<file path="src/rtl/sim_controller.sv">
// Run-control front end for physics_engine: button debounce, run/pause/step/reload FSM, per-frame update gating, motion LEDs.
// Latency: a press acts 1 cycle after debounce acceptance; engine_step trails frame_start by 1 cycle; engine_rst_n rises 1 cycle after LOAD exits.
// Backpressure: none; presses arriving in LOAD or not meaningful in the current state are dropped, never queued.
//
// Ports:
//   clock_162, rst_n                      clock and asynchronous active-low reset
//   btn_run, btn_step, btn_load           raw asynchronous buttons (run/pause toggle, single step, reload)
//   frame_start                           one-cycle pulse per video frame
//   cfg_locations, cfg_velos              initial conditions, captured in the first LOAD cycle
//   locations                             live engine locations, watched for motion
//   init_locations, init_velos            registered initial conditions to the engine
//   engine_rst_n, engine_step             registered engine reset and one-cycle update strobe
//   state                                 00 LOAD, 01 PAUSE, 10 RUN, 11 STEP
//   led                                   [SPRITES-1:0] sticky motion flags, [15] running
module sim_controller #(
  parameter int SPRITES     = 2,
  parameter int DIMENSIONS  = 2,
  parameter int WIDTH       = 32,
  parameter int DB_CYCLES   = 1_620_000,
  parameter int LOAD_CYCLES = 4
) (
  input  logic                                clock_162,
  input  logic                                rst_n,
  input  logic                                btn_run,
  input  logic                                btn_step,
  input  logic                                btn_load,
  input  logic                                frame_start,
  input  logic [SPRITES*DIMENSIONS*WIDTH-1:0] cfg_locations,
  input  logic [SPRITES*DIMENSIONS*WIDTH-1:0] cfg_velos,
  input  logic [SPRITES*DIMENSIONS*WIDTH-1:0] locations,
  output logic [SPRITES*DIMENSIONS*WIDTH-1:0] init_locations,
  output logic [SPRITES*DIMENSIONS*WIDTH-1:0] init_velos,
  output logic                                engine_rst_n,
  output logic                                engine_step,
  output logic [1:0]                          state,
  output logic [15:0]                         led
);

  localparam int VW  = SPRITES * DIMENSIONS * WIDTH;
  localparam int SW  = DIMENSIONS * WIDTH;
  localparam int DBW = (DB_CYCLES > 1) ? $clog2(DB_CYCLES) : 1;
  localparam int LCW = (LOAD_CYCLES > 1) ? $clog2(LOAD_CYCLES) : 1;
  localparam logic [DBW-1:0] DB_LAST = DBW'(DB_CYCLES - 1);
  localparam logic [LCW-1:0] LC_LAST = LCW'(LOAD_CYCLES - 1);

  typedef enum logic [1:0] {
    ST_LOAD  = 2'b00,
    ST_PAUSE = 2'b01,
    ST_RUN   = 2'b10,
    ST_STEP  = 2'b11
  } state_t;

  // Button bit order everywhere: [0] run, [1] step, [2] load.
  logic [2:0]          btn_raw;
  logic [2:0]          sync1_q, sync1_d, sync2_q, sync2_d;
  logic [2:0]          acc_q, acc_d, press_q, press_d;
  logic [2:0][DBW-1:0] db_cnt_q, db_cnt_d;

  state_t              state_q, state_d;
  logic [LCW-1:0]      load_cnt_q, load_cnt_d;
  logic                eng_rst_n_q, eng_rst_n_d;
  logic                eng_step_q, eng_step_d;
  logic                run_led_q, run_led_d;
  logic [VW-1:0]       init_loc_q, init_loc_d, init_vel_q, init_vel_d;
  logic [VW-1:0]       loc_prev_q, loc_prev_d;
  logic [SPRITES-1:0]  moved, flags_q, flags_d;
  logic                p_run, p_step, p_load;

  assign btn_raw = {btn_load, btn_step, btn_run};

  // Debounce: the accepted level flips only after the synchronised level has
  // disagreed with it for DB_CYCLES consecutive cycles; any agreement restarts.
  always_comb begin
    sync1_d  = btn_raw;
    sync2_d  = sync1_q;
    acc_d    = acc_q;
    press_d  = '0;
    db_cnt_d = db_cnt_q;
    for (int b = 0; b < 3; b++) begin
      if (sync2_q[b] == acc_q[b]) begin
        db_cnt_d[b] = '0;
      end else if (db_cnt_q[b] == DB_LAST) begin
        acc_d[b]    = ~acc_q[b];
        press_d[b]  = ~acc_q[b];
        db_cnt_d[b] = '0;
      end else begin
        db_cnt_d[b] = db_cnt_q[b] + DBW'(1);
      end
    end
  end

  assign p_run  = press_q[0];
  assign p_step = press_q[1];
  assign p_load = press_q[2];

  // Run-control FSM. Priority load > run > step falls out of the if-chains.
  // The strobe is only raised when the FSM stays in RUN/STEP, so it is never
  // visible in LOAD or PAUSE; STEP leaves for PAUSE during its strobe cycle.
  always_comb begin
    state_d    = state_q;
    load_cnt_d = load_cnt_q;
    eng_step_d = 1'b0;
    init_loc_d = init_loc_q;
    init_vel_d = init_vel_q;
    case (state_q)
      ST_LOAD: begin
        if (load_cnt_q == '0) begin
          init_loc_d = cfg_locations;
          init_vel_d = cfg_velos;
        end
        if (load_cnt_q == LC_LAST) begin
          state_d    = ST_PAUSE;
          load_cnt_d = '0;
        end else begin
          load_cnt_d = load_cnt_q + LCW'(1);
        end
      end
      ST_PAUSE: begin
        if (p_load)      state_d = ST_LOAD;
        else if (p_run)  state_d = ST_RUN;
        else if (p_step) state_d = ST_STEP;
      end
      ST_RUN: begin
        if (p_load)     state_d = ST_LOAD;
        else if (p_run) state_d = ST_PAUSE;
        else            eng_step_d = frame_start;
      end
      ST_STEP: begin
        if (p_load)          state_d = ST_LOAD;
        else if (eng_step_q) state_d = ST_PAUSE;
        else                 eng_step_d = frame_start;
      end
      default: state_d = ST_LOAD;
    endcase
  end

  // Motion monitor: flags only set once the engine is out of reset, and are
  // held clear for the whole LOAD period.
  always_comb begin
    moved = '0;
    for (int i = 0; i < SPRITES; i++) begin
      moved[i] = (locations[i*SW +: SW] != loc_prev_q[i*SW +: SW]);
    end
    loc_prev_d  = locations;
    eng_rst_n_d = (state_q != ST_LOAD);
    run_led_d   = (state_d == ST_RUN);
    if (state_q == ST_LOAD) flags_d = '0;
    else                    flags_d = flags_q | (moved & {SPRITES{eng_rst_n_q}});
  end

  always_ff @(posedge clock_162 or negedge rst_n) begin
    if (!rst_n) begin
      sync1_q     <= '0;
      sync2_q     <= '0;
      acc_q       <= '0;
      press_q     <= '0;
      db_cnt_q    <= '0;
      state_q     <= ST_LOAD;
      load_cnt_q  <= '0;
      eng_rst_n_q <= 1'b0;
      eng_step_q  <= 1'b0;
      run_led_q   <= 1'b0;
      init_loc_q  <= '0;
      init_vel_q  <= '0;
      loc_prev_q  <= '0;
      flags_q     <= '0;
    end else begin
      sync1_q     <= sync1_d;
      sync2_q     <= sync2_d;
      acc_q       <= acc_d;
      press_q     <= press_d;
      db_cnt_q    <= db_cnt_d;
      state_q     <= state_d;
      load_cnt_q  <= load_cnt_d;
      eng_rst_n_q <= eng_rst_n_d;
      eng_step_q  <= eng_step_d;
      run_led_q   <= run_led_d;
      init_loc_q  <= init_loc_d;
      init_vel_q  <= init_vel_d;
      loc_prev_q  <= loc_prev_d;
      flags_q     <= flags_d;
    end
  end

  always_comb begin
    led                = '0;
    led[SPRITES-1:0]   = flags_q;
    led[15]            = run_led_q;
  end

  assign init_locations = init_loc_q;
  assign init_velos     = init_vel_q;
  assign engine_rst_n   = eng_rst_n_q;
  assign engine_step    = eng_step_q;
  assign state          = state_q;

endmodule

</file>
<file path="config.mk">
export PLATFORM = sky130hd
export DESIGN_NAME = sim_controller
export DESIGN_NICKNAME = d
export VERILOG_FILES = /design/src/rtl/sim_controller.sv
export SDC_FILE = /design/constraint.sdc
export NUM_CORES = 1
export LEC_CHECK = 0
export CAP_MARGIN = 25
export CORE_AREA = 5 5 259 261
export CTS_BUF_LIST = sky130_fd_sc_hd__clkbuf_4 sky130_fd_sc_hd__clkbuf_8
export CTS_CLUSTER_SIZE = 40
export DETAILED_ROUTE_END_ITERATION = 8
export DIE_AREA = 0 0 264 266
export PLACE_DENSITY_LB_ADDON = 0.08
export SYNTH_ARGS = -nofsm -noshare
export SYNTH_HDL_FRONTEND = slang
export SYNTH_SLANG_ARGS = --single-unit
</file>
<file path="constraint.sdc">
create_clock -name clock_162 -period 2.1 [get_ports clock_162]
set_clock_uncertainty 0.05 [all_clocks]
set_input_delay 0.42 -clock clock_162 [delete_from_list [all_inputs] [get_ports clock_162]]
set_output_delay 0.42 -clock clock_162 [all_outputs]
set_load 0.02 [all_outputs]
</file>
==> out/qor.txt <==
status: finished clean
total wire length: 62.8 mm
Area growth syn-to-layout: 51.0%
TritonCTS clock tree: done
Worst R2R Path Depth: 4
total global routing track utilization: 0.172
vias in the first global route: 13,100
number of max-cap violations: 0
Die Wd: 264 um
TritonCTS Buffers: 87
nets@finish: 2,363
synthesis warning total: 0
Starting Density: 0.284
fin. max-slew vios: 0
RSZ-0062 raised after global routing: no
routability cong.: 0.807
fraction of registers with async set or reset after synthesis: 1.00
DR pass1 iterations: 4
Power, Total: 21.3 mW
io pins: 666
cell taking the most area after synthesis: dfrtp_1
sequential fraction of the synthesis area: 0.643
post-synthesis register bit count: 468
vias: 12,400
Syn Area/Cell: 14.9 um2
Port Buf Inserts: 652
CP Capture Type: output port
PwrDens: 775 nW/um2
post-synthesis cell area: 18,200 um2
CP Data Required Time: 1630 ps
Synth area leaders: dfrtp_1 (64%), mux2_2 (11%), xor2_1 (6.3%)
worst skew pair latency: 640 ps
cell breakdown of the critical path: dlygate4sd2_1
WP buf/inv: 1
Max VDD drop: 0.454 mV
Worst path top cell family by delay: flip-flops
num rows: 93
DRT antenna net count: 0
clock slew at reported path FFs: 60 ps
antenna violations before repair: 17
Fmax achieved: 0.502 GHz
GRT overflow: 0
DRC: 0
DIE AREA: 70,200 um2
Crit Reg-Reg Endpoint: db_cnt_q[13]
Tcrit/Tclk final: 0.948
DRT iter0 DRCs: 404
EDFF count, synth: 0
Hold Fails Final Rpt: 0
crit-path max cell delay: 460 ps
vias per std cell: 4.27
Worst Slack Setup Final: 110 ps
H-tree Lvls: 3
reg2reg start: db_cnt_q[18]
number of clock sinks: 468
Tightest Pin Transition: 531 ps
Rel. slew slack: 0.643
Max clock buf depth: 3
most common cell after layout, fill and taps aside: dfrtp_1
hold crit path type: input pin to async pin
postcts setup bufs: 0
CTS Root Cell: clkbuf_8
first-pass GRT wire length: 90.8 mm
endpoints failing setup: 0
routed len/inst: 21.6 um
synthesized instance count: 1,223
Post-synth top flop: dfrtp_1
largest net degree at the start of global routing: 78
CP max-delay cell: dfrtp_1
post-synth cell types: 41
Core ar.: 64,200 um2
dpl ws: -231 ps
hold slack final: 147 ps
Setup CP Type: flip-flop to output port
most frequent cells in the layout: dfrtp_1 (468), clkdlybuf4s50_1 (388), dlygate4sd2_1 (261)
WP data arrival: 1520 ps
crit-path max FO: 3
Yosys top cell area share: 0.643
share of layout cells above drive strength 1: 0.205
Startpoint Class: flip-flop
hpwl dp: 49.1 mm
FF-to-FF setup slack: 180 ps
minimum clock period: 1990 ps
static leakage: 11.8 nW
die height: 266 um
## stage by stage
step                      setup TNS [ps]  instances  area (um2)   util
after floorplan                        0       1235       18300      -
after global placement              -338       2733       25900  0.403
after detailed placement            -438       2733       25900  0.403
after CTS                              0       2894       27500  0.428
after global routing                   0       2902       27500  0.428
final                                  0       2905       27500  0.428
## cells by family after synthesis
family | share of synthesized area
xor gates and xnor gates | 0.0904
and+or+nand+nor | 0.0699
other | 0.000206
AOI/OAI and AO/OA | 0.00268
adders and majority gates | 0.00344
muxes | 0.162
buffers and inverters | 0.0284
DFF | 0.643
## timing repair
| item | in CTS | in global routing |
|---|---|---|
| hold buffers | 1 | 0 |
| hold endpoints to repair | 306 | 0 |
| endpoints found under the setup margin | 262 | 1 |
| gates resized for setup | 262 | 1 |
## cell usage after synthesis, types with 10 or more instances
library cell  number
mux2_2           183
nor2_1            58
buf_4             14
mux2_1            77
dfrtp_1          468
buf_6             27
nor4_1            33
nand2_1           17
nor3_1            10
xnor2_1           57
and3_1            10
xor2_1           131
inv_1             10
nor2_2            21
nand3_1           35
nand4_1           23
## metal layers
metal  up-vias  GRT usage  wire length, um
met5         -          0              119
met4        16     0.0607             1320
met3        93     0.0660             5150
met2       423      0.310            33200
met1      6159      0.185            23000
li1       5702          -                -
## state kept, by name, summed over array words and instances, names as in the netlist, 3 cells and up
name and cells:
sync1_q 3, acc_q 3, init_velos 128, press_q 3, init_locations 128, loc_prev_q 128, sync2_q 3, db_cnt_q 63
## power breakdown
group | switching, mW | internal, mW
Clock | 3.95 | 5.45
Sequential | 0.181 | 9.42
Combinational | 1.08 | 1.22
## worst max-delay path by stage
stage,from,to,depth (start not counted)
after floorplan,state[0],init_velos[114],6
after global placement,locations[102],flags_q[1],7
after detailed placement,locations[102],flags_q[1],7
after CTS,state[0],state[0],2
after global routing,init_locations[75],init_locations[75],1
final,flags_q[1],led[1],1
## layout make-up
class | instances | area [um2]
Fill cell | 6068 | 36700
Sequential cell | 468 | 11700
Timing Repair Buffer | 693 | 6730
Multi-Input combinational cell | 708 | 6030
Clock buffer | 144 | 1730
Tap cell | 855 | 1070
Clock inverter | 16 | 163
Inverter | 10 | 37.5
Antenna cell | 11 | 27.5
Note: power is estimated with default switching activity, not from simulation.
